--- src/rtl/hamm_deco_block_if.sv ---
// Handshake bundle for the Hamming(21,16) receive stage.
//   in_valid/in_ready/code_in : codeword input, code_in index = Hamming position
//   out_valid/out_ready       : packed block output handshake
//   block_out                 : 16*NWORDS packed data, first word in the top 16 bits
//   blk_corrected/blk_uncorr  : per-block sticky error flags
// master = upstream source + downstream consumer side, slave = decoder side.
interface hamm_deco_block_if #(
   parameter int unsigned NWORDS = 4
);
   localparam int unsigned BLK_W = 16 * NWORDS;

   logic             in_valid;
   logic             in_ready;
   logic [1:21]      code_in;
   logic             out_valid;
   logic             out_ready;
   logic [BLK_W-1:0] block_out;
   logic             blk_corrected;
   logic             blk_uncorr;

   modport master (
      output in_valid, code_in, out_ready,
      input  in_ready, out_valid, block_out, blk_corrected, blk_uncorr
   );

   modport slave (
      input  in_valid, code_in, out_ready,
      output in_ready, out_valid, block_out, blk_corrected, blk_uncorr
   );
endinterface

--- src/rtl/hamm_deco_block.sv ---
// Hamming(21,16) decoder and word packer feeding the PRESENT decryption core.
// Corrects single-bit errors, flags syndromes 22..31 as uncorrectable, and packs
// NWORDS decoded words into one block held until the consumer accepts it.
// Ports:
//   clk, rst  : rising-edge clock, asynchronous active-high reset
//   bus       : hamm_deco_block_if.slave (codeword input, block output)
//   corr_cnt, uncorr_cnt : saturating word counters, present only when
//                          HAMM_DEC_STATS_EN is defined
module hamm_deco_block #(
   parameter int unsigned NWORDS = 4
) (
   input  logic                 clk,
   input  logic                 rst,
   hamm_deco_block_if.slave     bus
`ifdef HAMM_DEC_STATS_EN
   ,
   output logic [15:0]          corr_cnt,
   output logic [15:0]          uncorr_cnt
`endif
);
   localparam int unsigned BLK_W  = 16 * NWORDS;
   localparam int unsigned ACC_W  = BLK_W - 16;
   localparam int unsigned WCNT_W = $clog2(NWORDS);

   typedef enum logic {ACCUM, HOLD} state_t;

   state_t            state;
   logic [WCNT_W-1:0] wcnt;
   logic [ACC_W-1:0]  acc;
   logic              st_corr;
   logic              st_uncorr;

   logic [4:0]        syn;
   logic [1:21]       fixed;
   logic              w_corr;
   logic              w_uncorr;
   logic [15:0]       word;
   logic [BLK_W-1:0]  acc_next;
   logic              accept;

   assign bus.in_ready  = (state == ACCUM);
   assign bus.out_valid = (state == HOLD);
   assign accept        = bus.in_valid && (state == ACCUM);

   // Syndrome, single-bit correction and data extraction
   always_comb begin
      syn      = '0;
      fixed    = bus.code_in;
      w_corr   = 1'b0;
      w_uncorr = 1'b0;
      for (int k = 0; k < 5; k++) begin
         for (int p = 1; p <= 21; p++) begin
            if (((p >> k) & 1) == 1) begin
               syn[k] = syn[k] ^ bus.code_in[p];
            end
         end
      end
      if (syn > 5'd21) begin
         w_uncorr = 1'b1;
      end else if (syn != 5'd0) begin
         w_corr = 1'b1;
         for (int p = 1; p <= 21; p++) begin
            if (syn == 5'(p)) begin
               fixed[p] = ~bus.code_in[p];
            end
         end
      end
      // Non-power-of-two positions in ascending order; msg[1] is the word MSB
      word = {fixed[3],  fixed[5],  fixed[6],  fixed[7],
              fixed[9],  fixed[10], fixed[11], fixed[12],
              fixed[13], fixed[14], fixed[15], fixed[17],
              fixed[18], fixed[19], fixed[20], fixed[21]};
      acc_next = {acc, word};
   end

   // Accumulate / hold sequencing with registered block output
   always_ff @(posedge clk or posedge rst) begin
      if (rst) begin
         state             <= ACCUM;
         wcnt              <= '0;
         acc               <= '0;
         st_corr           <= 1'b0;
         st_uncorr         <= 1'b0;
         bus.block_out     <= '0;
         bus.blk_corrected <= 1'b0;
         bus.blk_uncorr    <= 1'b0;
      end else begin
         case (state)
            ACCUM: begin
               if (bus.in_valid) begin
                  acc <= acc_next[ACC_W-1:0];
                  if (wcnt == WCNT_W'(NWORDS - 1)) begin
                     wcnt              <= '0;
                     bus.block_out     <= acc_next;
                     bus.blk_corrected <= st_corr | w_corr;
                     bus.blk_uncorr    <= st_uncorr | w_uncorr;
                     st_corr           <= 1'b0;
                     st_uncorr         <= 1'b0;
                     state             <= HOLD;
                  end else begin
                     wcnt      <= wcnt + 1'b1;
                     st_corr   <= st_corr | w_corr;
                     st_uncorr <= st_uncorr | w_uncorr;
                  end
               end
            end
            HOLD: begin
               if (bus.out_ready) begin
                  state <= ACCUM;
               end
            end
            default: state <= ACCUM;
         endcase
      end
   end

`ifdef HAMM_DEC_STATS_EN
   // Saturating per-class word counters, cleared only by reset
   always_ff @(posedge clk or posedge rst) begin
      if (rst) begin
         corr_cnt   <= '0;
         uncorr_cnt <= '0;
      end else begin
         if (accept && w_corr && (corr_cnt != 16'hFFFF)) begin
            corr_cnt <= corr_cnt + 16'd1;
         end
         if (accept && w_uncorr && (uncorr_cnt != 16'hFFFF)) begin
            uncorr_cnt <= uncorr_cnt + 16'd1;
         end
      end
   end
`endif
endmodule

--- src/flat_wrapper.sv ---
// flat-port wrapper written by rule: the top's interface ports become plain ports
module hamm_deco_block_flat 
#(
   parameter int unsigned NWORDS = 4
)
  (clk, rst, bus_in_valid, bus_code_in, bus_out_ready, bus_in_ready, bus_out_valid, bus_block_out, bus_blk_corrected, bus_blk_uncorr);
  hamm_deco_block_if #(.NWORDS(NWORDS)) bus_i ();
  input  logic clk;
  input  logic rst;
  input wire logic [$bits(bus_i.in_valid)-1:0] bus_in_valid;
  input wire logic [$bits(bus_i.code_in)-1:0] bus_code_in;
  input wire logic [$bits(bus_i.out_ready)-1:0] bus_out_ready;
  output wire logic [$bits(bus_i.in_ready)-1:0] bus_in_ready;
  output wire logic [$bits(bus_i.out_valid)-1:0] bus_out_valid;
  output wire logic [$bits(bus_i.block_out)-1:0] bus_block_out;
  output wire logic [$bits(bus_i.blk_corrected)-1:0] bus_blk_corrected;
  output wire logic [$bits(bus_i.blk_uncorr)-1:0] bus_blk_uncorr;
  assign bus_i.in_valid = bus_in_valid;
  assign bus_i.code_in = bus_code_in;
  assign bus_i.out_ready = bus_out_ready;
  assign bus_in_ready = bus_i.in_ready;
  assign bus_out_valid = bus_i.out_valid;
  assign bus_block_out = bus_i.block_out;
  assign bus_blk_corrected = bus_i.blk_corrected;
  assign bus_blk_uncorr = bus_i.blk_uncorr;
  hamm_deco_block #(.NWORDS(NWORDS)) u_core (.clk(clk), .rst(rst), .bus(bus_i));
endmodule
--- config.mk ---
export PLATFORM = sky130hd
export DESIGN_NAME = hamm_deco_block_flat
export DESIGN_NICKNAME = d
export VERILOG_FILES = /design/src/rtl/hamm_deco_block_if.sv /design/src/rtl/hamm_deco_block.sv /design/src/flat_wrapper.sv
export SDC_FILE = /design/constraint.sdc
export NUM_CORES = 1
export LEC_CHECK = 0
export CAP_MARGIN = 20
export CORE_UTILIZATION = 50
export CTS_CLUSTER_SIZE = 24
export DETAILED_ROUTE_END_ITERATION = 10
export PLACE_DENSITY_LB_ADDON = 0.08
export SYNTH_ARGS = -nofsm -noshare
export SYNTH_HDL_FRONTEND = slang
export SYNTH_SLANG_ARGS = --single-unit
--- constraint.sdc ---
create_clock -name clk -period 6.5 [get_ports clk]
set_clock_uncertainty 0.1 [all_clocks]
set_input_delay 1.95 -clock clk [delete_from_list [all_inputs] [get_ports clk]]
set_output_delay 1.95 -clock clk [all_outputs]
set_load 0.02 [all_outputs]
==> summary.txt <==
Run status
  • Outcome: finished, final reports clean

Min path
  • Hold Startpoint: u_core.acc[33]
  • WHS Path Cells: 2
  • Hold Path Class: reg2reg

Logic synthesis
  • Register area share after synthesis: between 50% and 60%
  • Distinct cells, synth: 35
  • Syn Area/Cell: 11.4 um^2
  • Synthesized area: between 0.005 and 0.006 mm^2
  • FF+latch count, synth: about 120
  • Synthesized Nets: just under 500
  • Yosys Warn Count: 0
  • Post-Synthesis Cells: 465

CTS
  • Clock Tree Buf Depth: 2
  • CTS Sinks: approximately 120
  • Postcts setup bufs: 0
  • Post-CTS resize count: 0
  • CTS Hold Bufs: 0
  • CTS tree: built
  • Clk_lat worst skew: 0.51 ns
  • Clock transition at path regs: 0.06 ns
  • CTS root buf: clkbuf_8
  • H-tree levels: 4
  • Inserted Clock Buffers: 17

Pwr
  • Final Power: about 3500 uW
  • LEAKAGE: between 0.003 and 0.004 uW
  • PD cells: approximately 500 mW/mm^2
  • VDD IR-drop max: 0.291 mV

Placed design
  • # port buffers: a little over 90
  • Gpl congestion: between 0.8 and 0.9
  • Detailed placer's ending HPWL: 7.67 mm

Critical path
  • Startpoint Class: input port
  • Setup Crit Path Kind: in2reg
  • CP endpoint kind: flip-flop
  • Setup crit start: bus_code_in[7]
  • RR Startpoint: u_core.bus.out_valid
  • CP max FO: 9
  • CP arrival: between 4 and 5 ns
  • Reg2Reg Depth: 4
  • Largest stage delay on the critical path: slightly below 0.6 ns
  • Required time of the critical path: between 6 and 7 ns
  • Slowest cell on the critical path: xnor3_2
  • Crit-path cells: clkdlybuf4s50_1 > xnor2_1 > xnor3_2 > or3_4 > a221oi_2 > xnor2_1 > o21ai_1
  • CP most frequent cell: xnor2_1
  • Reg2reg setup slack: around 4.2 ns

STA
  • Final setup fails: 0
  • Fin Setup TNS: 0 ns
  • Max frequency: 234 MHz
  • Period utilisation layout: ~66%
  • RSZ-0062 raised after global routing: false
  • Worst Hold Slack: between 0.3 and 0.4 ns
  • Slew headroom: between 20% and 30%
  • Final hold viol count: 0
  • Final Critical Period: about 4.3 ns
  • Slew Limit Fails: 0
  • Slew of the pin with the lowest slew margin: ~1.1 ns

Detailed routing
  • DRT Pass-1 Iters: 4
  • Via density per instance: roughly 5.2
  • WL/cell: around 16 um
  • Routed WL: between 10 and 15 mm
  • Starting DRT DRC Count: roughly 210
  • Drt drc: 0
  • Via Count: about 3700
  • Post-route ant nets: 0

Die
  • Full die area: roughly 0.011 mm^2
  • Row cnt: 37
  • Starting Density: between 50 and 60%
  • Die outline height: 105 um
  • Die width: roughly 110 um
  • I/O pins: 93
  • Core Box Area: slightly above 0.01 mm^2

Cells and area
  • Share of cells above drive strength 1: 18.9%
  • P&R area growth vs syn: 30.4%
  • Layout Utilization: between 60 and 70%
  • Layout Nets: approximately 600
  • Antenna cells: 0

Global route
  • Largest net degree at the start of global routing: 88
  • Antenna violations before repair: 0
  • Aggregate global-route resource usage: 22.4%
  • Global-route wire length before repair: 19.0 mm
  • Total grt overflow: 0
  • Number of global-route vias before repair: 3762

Flow run
  • Max-cap violations: 0
sequential cells by signal, summed over array words and instances (netlist names):
name                      flops
u_core.acc                   48
u_core.st_corr                1
u_core.bus.block_out         64
u_core.wcnt                   2
u_core.bus.blk_corrected      1
u_core.st_uncorr              1
u_core.bus.blk_uncorr         1
u_core.bus.out_valid          1
kinds of logic after synthesis:
group	count (synthesis)	share of synthesized area, %
and+or+nand+nor	165	12.7
DFF	119	56.0
AOI/OAI and AO/OA	61	8.54
muxes	49	10.4
xor gates and xnor gates	46	10.4
buffers and inverters	24	1.72
adders and majority gates	1	0.235
routing by layer:
metal	vias up	GRT usage [%]	part of all wire, %
met4	0	8.15	1.6
met3	13	5.43	4.4
met5	-	0	0
li1	1772	-	-
met1	1817	30.8	47
met2	94	34.7	47
path summary, 6_finish.rpt:
path,endpoint
max,u_core.bus.block_out[15]
min,u_core.acc[33]
max reg2reg,u_core.bus.block_out[21]
min reg2reg,u_core.acc[33]
max in group asynchronous,u_core.bus.blk_uncorr
min in group asynchronous,u_core.bus.block_out[20]
layout make-up:
class	instances	area, um^2
fill	800	3390
sequential	119	2980
multi-input combinational	322	2260
timing repair buffer	96	951
clock buffer	19	432
tap	136	170
clock inverter	12	129
inverter	3	13.8
Yosys cell counts (all sizes together):
master	count	area, um^2
a22oi	1	7.51
nand2	136	510
xnor2	31	287
nor4	2	12.5
nor2	5	18.8
nor2b	1	6.26
buf	8	31.3
nand3	11	55.1
nand4	1	6.26
o21ai	38	190
clkbuf	13	48.8
or3	3	33.8
nor3	5	25.0
o21a	1	7.51
mux2i	1	10.0
and3	1	7.51
ha	1	12.5
xor2	6	60.1
xnor3	6	136
o221ai	2	17.5
mux2	48	541
xor3	3	72.6
inv	3	11.3
a31oi	1	6.26
a221oi	13	195
a21oi	3	15.0
a21o	1	7.51
o211ai	1	7.51
dfrtp	119	2980
stage by stage:
step                instances  instance area [um^2]  setup WS, ns
finish                    707                  6930          2.22
global route              707                  6930          2.13
CTS                       707                  6930          2.24
detailed placement        676                  6370          1.70
global placement          676                  6370          1.74
floorplan                 465                  5320          1.29
critical path, delay by kind of cell:
kind	cells	cell delay (ns)
simple gates	1	0.46
xor+xnor	3	1.20
compound gates	2	0.41
buf+inv	1	0.50
power by group:
| part | switching (uW) | leakage (uW) | internal, uW |
|---|---|---|---|
| clock network | 323 | 0.000270 | 551 |
| logic | 684 | 0.00137 | 630 |
| registers | 208 | 0.00149 | 1080 |
cells in the final DEF, fill, tap and decap left out, drive strengths merged:
| cell | n |
|---|---|
| nand2 | 136 |
| dfrtp | 119 |
| clkdlybuf4s50 | 92 |
| mux2 | 48 |
| o21ai | 38 |
| xnor2 | 31 |
| clkbuf | 19 |
| a221oi | 13 |
| nand3 | 11 |
| xor2 | 6 |
| xnor3 | 6 |
| clkinv | 6 |
| nor3 | 5 |
| nor2 | 5 |
| buf | 4 |
| inv | 4 |
| or3 | 3 |
| a21oi | 3 |
| clkinvlp | 3 |
| xor3 | 3 |
| o221ai | 2 |
| nor4 | 2 |
| bufinv | 2 |
| nor2b | 1 |
| a22oi | 1 |
| mux2i | 1 |
| and3 | 1 |
| o211ai | 1 |
| nand4 | 1 |
| a31oi | 1 |
| a21o | 1 |
| o21a | 1 |
| ha | 1 |
(Power assumes the default switching activity.)
